**config.mk**
```make
export PLATFORM = sky130hd
export DESIGN_NAME = read_interface
export DESIGN_NICKNAME = d
export VERILOG_FILES = /design/src/rtl/fifo_pkg.sv /design/src/rtl/read_pointer.sv /design/src/rtl/read_interface.sv
export SDC_FILE = /design/constraint.sdc
export NUM_CORES = 1
export LEC_CHECK = 0
export BUFFER_PORTS_ARGS = -buffer_cell sky130_fd_sc_hd__buf_2
export CORE_MARGIN = 4
export CORE_UTILIZATION = 51
export CTS_CLUSTER_DIAMETER = 100
export DETAILED_ROUTE_END_ITERATION = 7
export MAX_ROUTING_LAYER = met4
export PLACE_DENSITY = 0.78
export SLEW_MARGIN = 10
export SYNTH_ARGS = -nofsm -noshare
export SYNTH_HDL_FRONTEND = slang
export SYNTH_SLANG_ARGS = --single-unit
```
**constraint.sdc**
```tcl
create_clock -name clk -period 2.45 [get_ports clk]
set_input_delay 0.735 -clock clk [delete_from_list [all_inputs] [get_ports clk]]
set_output_delay 0.735 -clock clk [all_outputs]
set_load 0.005 [all_outputs]
```
**src/rtl/fifo_pkg.sv**
```systemverilog
// Shared types and constants for the synchronous FIFO read side.
package fifo_pkg;

    // Occupancy of the two-entry first-word-fall-through output buffer.
    typedef enum logic [1:0] {
        EMPTY = 2'd0,
        ONE   = 2'd1,
        TWO   = 2'd2
    } buf_state_t;

    // Number of words that may sit between storage and the consumer.
    localparam int OUT_BUF_DEPTH = 2;

endpackage

```
**src/rtl/read_pointer.sv**
```systemverilog
// Read pointer: ADDR_WIDTH+1-bit wrapping counter with increment enable.
// The extra top bit is the wrap bit that keeps full and empty distinct.
module read_pointer #(
    parameter int ADDR_WIDTH = 5
) (
    input  logic                clk,
    input  logic                rstn,
    input  logic                inc,
    output logic [ADDR_WIDTH:0] ptr
);

    // Advance modulo 2^(ADDR_WIDTH+1) whenever a memory read is issued.
    always_ff @(posedge clk or negedge rstn) begin
        if (!rstn) begin
            ptr <= '0;
        end else if (inc) begin
            ptr <= ptr + {{ADDR_WIDTH{1'b0}}, 1'b1};
        end
    end

endmodule

```
**src/rtl/read_interface.sv**
```systemverilog
// Read side of the synchronous FIFO. Owns the read pointer, detects empty
// storage against the write pointer, issues reads to the 1-cycle-latency
// memory and presents words through a first-word-fall-through valid/ready
// port backed by a 2-entry output buffer.
// Optional feature macro: FIFO_RD_LEVEL_EN adds the read_level output.
module read_interface
    import fifo_pkg::*;
#(
    parameter int DATA_WIDTH = 8,
    parameter int ADDR_WIDTH = 5
) (
    input  logic                  clk,
    input  logic                  rstn,
    input  logic [ADDR_WIDTH:0]   write_addr,
    output logic [ADDR_WIDTH:0]   read_addr,
    output logic                  mem_read_en,
    input  logic [DATA_WIDTH-1:0] mem_read_data,
    output logic [DATA_WIDTH-1:0] read_data,
    output logic                  read_valid,
    input  logic                  read_ready,
`ifdef FIFO_RD_LEVEL_EN
    output logic [ADDR_WIDTH:0]   read_level,
`endif
    output logic                  empty
);

    localparam int PW = ADDR_WIDTH + 1;

    buf_state_t            state;
    buf_state_t            state_next;
    logic [1:0]            count;
    logic                  inflight;
    logic                  push;
    logic                  pop;
    logic                  mem_empty;
    logic [2:0]            occupancy;
    logic [DATA_WIDTH-1:0] slot0;
    logic [DATA_WIDTH-1:0] slot1;

    read_pointer #(
        .ADDR_WIDTH (ADDR_WIDTH)
    ) u_read_pointer (
        .clk  (clk),
        .rstn (rstn),
        .inc  (mem_read_en),
        .ptr  (read_addr)
    );

    // Issue logic: read storage only while the buffer can absorb the word.
    always_comb begin
        mem_empty   = (read_addr == write_addr);
        pop         = read_valid && read_ready;
        push        = inflight;
        occupancy   = {1'b0, count} + {2'b00, inflight};
        // Words already committed (buffered or in flight) minus the one
        // leaving this cycle must leave room for one more.
        mem_read_en = rstn && !mem_empty &&
                      (occupancy < (3'(OUT_BUF_DEPTH) + {2'b00, pop}));
    end

    // Memory data arrives one cycle after the strobe; track it as a push.
    always_ff @(posedge clk or negedge rstn) begin
        if (!rstn) begin
            inflight <= 1'b0;
        end else begin
            inflight <= mem_read_en;
        end
    end

    // Buffer FSM state register.
    always_ff @(posedge clk or negedge rstn) begin
        if (!rstn) begin
            state <= EMPTY;
        end else begin
            state <= state_next;
        end
    end

    // Buffer FSM next-state logic.
    always_comb begin
        state_next = state;
        case (state)
            EMPTY: begin
                if (push) state_next = ONE;
            end
            ONE: begin
                if (push && !pop)      state_next = TWO;
                else if (pop && !push) state_next = EMPTY;
            end
            TWO: begin
                if (pop && !push) state_next = ONE;
            end
            default: state_next = EMPTY;
        endcase
    end

    // Buffer FSM outputs: head presence and word count.
    always_comb begin
        read_valid = (state != EMPTY);
        empty      = (state == EMPTY);
        case (state)
            ONE:     count = 2'd1;
            TWO:     count = 2'd2;
            default: count = 2'd0;
        endcase
    end

    // Buffer slots: slot0 is the head and only moves on a pop.
    always_ff @(posedge clk or negedge rstn) begin
        if (!rstn) begin
            slot0 <= '0;
            slot1 <= '0;
        end else begin
            case (state)
                EMPTY: begin
                    if (push) slot0 <= mem_read_data;
                end
                ONE: begin
                    if (push && pop) slot0 <= mem_read_data;
                    else if (push)   slot1 <= mem_read_data;
                end
                TWO: begin
                    if (pop) begin
                        slot0 <= slot1;
                        if (push) slot1 <= mem_read_data;
                    end
                end
                default: ;
            endcase
        end
    end

    assign read_data = slot0;

`ifdef FIFO_RD_LEVEL_EN
    // Total words held: still in storage plus buffered plus in flight.
    always_comb begin
        read_level = (write_addr - read_addr) + PW'(count) + PW'(inflight);
    end
`endif

    // The issue rule never lets a word arrive into a full buffer.
    a_no_overflow: assert property (
        @(posedge clk) disable iff (!rstn)
        !(state == TWO && push && !pop)
    );

endmodule

```
# Word level (Yosys, flattened, before mapping)
# Index checks and enable logic that the tools add are counted.
# op_classes
eq_ne	9
magnitude_cmp	1
reduce_logical	16
muxes	14
n_addsub	3
# op_table
cell	n
8-bit two-way mux	6
8-bit one-hot mux with 3 select lines	1
8-bit one-hot mux with 2 select lines	1
2-bit two-way mux	4
2-bit inequality test (second input constant)	4
6-bit by 1-bit adder with 6-bit output (second input constant)	1
6-bit equality test	1
1-bit logical AND	6
2-bit one-hot mux with 3 select lines	1
3-bit AND reduction	2
2-bit one-hot mux with 2 select lines	1
4-bit AND reduction	1
2-bit nonzero test	2
2-bit by 1-bit adder with 3-bit output	1
2-bit by 1-bit adder with 3-bit output (first input constant)	1
1-bit logical NOT	3
3-bit < comparator	1
3-bit inequality test (second input constant)	1
3-bit nonzero test	1
2-bit by 1-bit equality test with 1-bit output (second input constant)	1
2-bit equality test (second input constant)	1
2-bit logical NOT	1
2-bit by 1-bit inequality test with 1-bit output (second input constant)	1
# word_totals
reg_bits	25
input_bits	17

# Longest topological paths before layout
# logic_depth
word_depth	6
ltp_mapped	8

# Hierarchy
# From an unflattened synthesis, not the netlist that was laid out.
# hier_totals
cells_unflattened	97
area_unflattened_um2	1301.2
# modules_own_cells
mod	instances	cells_each	area_per_inst_um2
read_interface	1	79	1051.0
read_pointer	1	18	250.2

# Worst setup path after synthesis
# No wires, ideal clock.
# synth_path
path_kind	reg2out
startpoint	reg state[0]
endpoint	out mem_read_en
path_stages_with_launch	8
path_slack_ns	0.333
arrival_ns	1.382
required_ns	1.715
n_path_buf	0
path_cell_list	dfrtp_1 nand2b_1 inv_1 ha_1 ha_1 nor2b_1 o211ai_4 inv_1
# synth_between
elab_chain_cells	5
# synth_rtl
element	line_no	source
from (decl)	read_interface.sv:29	buf_state_t state;
from (signal assigned)	read_interface.sv:75	state <= state_next;
2-bit equality test, or another cell as far along	read_interface.sv:101	case (state)
2-bit one-hot mux with 2 select lines or 1-bit logical AND (tied branches)	read_interface.sv:101, read_interface.sv:52	
2-bit by 1-bit adder with 3-bit output, on equally long branches	read_interface.sv:54, read_interface.sv:58	
3-bit < comparator (*)	read_interface.sv:58	(occupancy < (3'(OUT_BUF_DEPTH) + {2'b00, pop}));
1-bit logical AND (*)	read_interface.sv:57	mem_read_en = rstn && !mem_empty &&
to (decl)	read_interface.sv:16	output logic mem_read_en,
# Mark *: on every way between the ends. The rest lies on a longest branch, timed or not.

# Worst setup path after layout
# layout_path
startpoint	reg state[1]
endpoint	out mem_read_en
# Same word-level chain as after synthesis.

==> summary.txt <==
non-filler cells, final: 179
Worst path slowest cell: dfrtp_1
r2r startpoint: state[0]
worst-skew pair later-pin latency: 0.32 ns
CP max stage delay: 0.43 ns
# H-tree levels: 1
starting density of the core: 56.10%
CP Launch Type: flop
FF+latch area: 626.9 sq um
RR Endpoint: slot1[2]
Inserted Clock Buffers: 3
status: finished clean
Final setup viols: 0
CTS tree: yes
Global Route Usage Sum: 17.16%
CP max FO: 2
site row count: 17
unique cell type count in the Yosys netlist: 25
Slew headroom: 79.00%
CTS sink count: 25
fin nets: 173
Seq cells post-synth: 25
total grt overflow: 0
Reg2Reg Setup Slack: 0.67 ns
CTS Root Cell: clkbuf_4
DR WL/cell: 14.34 um
first-pass GRT wire length: 4409 um
Fill cells: 187
antenna violations before repair: 0
Setup WS post-layout: 0.05261 ns
Crit. End Element: output port
final max-slew violation count: 0
CP Data Arrival Time: 1.66 ns
Seq pwr share: 40.5%
most frequent cells in the layout: 33 x buf_2, 24 x dfrtp_1, 11 x nor2_1
CP bufs+invs: 3
# Max-Cap Violations: 0
CP cell instances: nand2b_4 -> inv_1 -> ha_2 -> ha_4 -> o21ai_2 -> o211ai_4 -> inv_2 -> buf_2
area delta synth->final: 22.82%
synthesized netlist cell count: 109
Die W: 58.27 um
post-route clock period utilization: 97.85%
setup slack at placement: 0.1875 ns
Internal Power: 1.217 mW
largest net degree at the start of global routing: 26
Util after Layout: 68.90%
most common cell after layout, fill and taps aside: buf_2
n_diodes: 0
switch share: 38.18%
Post-Syn Area per Cell: 11.82 sq um
P_leak: 0.7614 nW
Routed Antenna Nets: 0
CP top delay family: flip-flops
P per Cell Area: 1244 nW/um^2
dpl hpwl: 1881 um
Critical Path Start: state[1]
worst slew pin tran: 0.3150 ns
Worst Path Required: 1.71 ns
Worst Hold Class: in -> async
RePlAce Congestion: 0.7854
clock share of power: 9.7%
Post-synth EDFFs: 0
fin crit period: 2.397 ns
Syn Std Cell Area: 1289 sq um
die area: 3395 sq um
vias in the first global route: 994
number of buffers added on ports: 33
Setup CP Type: reg -> out
Die H: 58.27 um
share of layout cells above drive strength 1: 44.37%
Pre-Repair DR Iteration Count: 4
Detailed Route Iter0 Violations: 12
drt total wl: 2566 um
Switch Pwr: 0.7518 mW
# DRC: 0
Final Hold Fails: 0
Synth Flop Type: dfrtp_1
hold_buf cts: 0
power share of the combinational group: 49.8%
via count: 941
Vias/cell: 5.257
fmax: 0.4171 GHz
Async SR Flop Fraction: 100.0%
boundary pin count: 34
clock tree buffer depth: 2
Synth Net Count: 130
peak supply drop: 0.6596 mV
worst r2r path cells: 7
Ys Warns: 0
post-synthesis sequential area ratio: 48.54%
core area: 2297 sq um
Clock transition at path regs: 0.15 ns
area of the multi-input gates: 646.9 sq um
dpl cells: 172
Worst Clk Skew: 0.005043 ns
==> area by class of cell <==
cell class,count,share of cell area (%)
multi-input combinational,75,40.87
clock buffer,3,1.423
timing repair buffer,40,13.75
tap,28,2.213
sequential,25,39.60
inverter,7,1.660
clock inverter,1,0.4743
==> cells in the mapped netlist, types with 2 or more instances <==
cell type | number | share of area [%]
a21oi_1 | 8 | 3.1
buf_4 | 2 | 1.2
dfrtp_1 | 25 | 49
ha_1 | 4 | 3.9
inv_1 | 7 | 2.0
mux2_4 | 8 | 9.3
mux2i_1 | 9 | 7.0
nand2_1 | 2 | 0.58
nand2b_1 | 2 | 0.97
nand3_1 | 3 | 1.2
nand4_1 | 2 | 0.97
nor2_1 | 11 | 3.2
o21ai_0 | 3 | 1.2
o21ai_2 | 3 | 2.0
xnor2_1 | 8 | 5.4
xor2_1 | 3 | 2.0
==> power by group through the flow <==
stage               logic, mW  registers [mW]  clock network, mW
CTS                     0.958           0.791              0.196
detailed placement      0.923           0.807                  0
floorplan               0.617           0.800                  0
finish                  0.981           0.797              0.191
global route             1.09           0.833              0.216
global placement        0.883           0.794                  0
==> logic make-up (layout without fill, tap and decap cells) <==
family          after synthesis  after routing  synth area share [%]
fa+ha+maj                     4              4                 3.884
mux                          18             18                 17.19
flops                        25             25                 48.54
simple gates                 26             26                 11.07
xor+xnor                     11             11                 7.476
buf+inv                       9             51                 3.204
compound gates               16             16                 8.641
==> per-layer routing <==
| layer | GRT usage (%) | up-vias | share of wire, % |
|---|---|---|---|
| met4 | 4.967 | 0 | 1.2 |
| met1 | 21.19 | 464 | 43 |
| met3 | 2.673 | 5 | 3.5 |
| met2 | 28.87 | 20 | 52 |
| met5 | - | - | 0 |
| li1 | - | 452 | - |
==> flip-flops by register name, summed over array words and instances, names as in the netlist <==
signal,cells
read_data,8
inflight,1
state,2
slot1,8
u_read_pointer.ptr,6
==> worst max-delay path by stage <==
stage	end	depth (start not counted)
global placement	mem_read_en	6
detailed placement	mem_read_en	6
global route	mem_read_en	8
finish	mem_read_en	8
floorplan	mem_read_en	7
CTS	mem_read_en	6
==> worst register-to-register path, stage by stage (launching register included) <==
cell and delay, ns:
dfrtp_1 0.44, buf_4 0.18, nor2b_4 0.14, buf_4 0.23, nand2_1 0.13, o21ai_2 0.10, nand2_4 0.14, mux2_4 0.32
==> stage by stage <==
step | hold WS (ns) | total power [mW] | TNS, ns | cell area [sq um]
finish | 0.3938 | 1.969 | 0 | 1583
global route | 0.3969 | 2.140 | -0.002184 | 1583
CTS | 0.4057 | 1.945 | 0 | 1551
detailed placement | 0.4960 | 1.730 | 0 | 1504
global placement | 0.4912 | 1.677 | 0 | 1504
floorplan | 0.4394 | 1.417 | 0 | 1289
==> repair_timing <==
action                     CTS  global route
setup buffers                2             1
setup endpoints to repair    1             1
pin swaps                    0             1
gates resized for setup      1             5
Note: power is estimated with default switching activity, not from simulation.
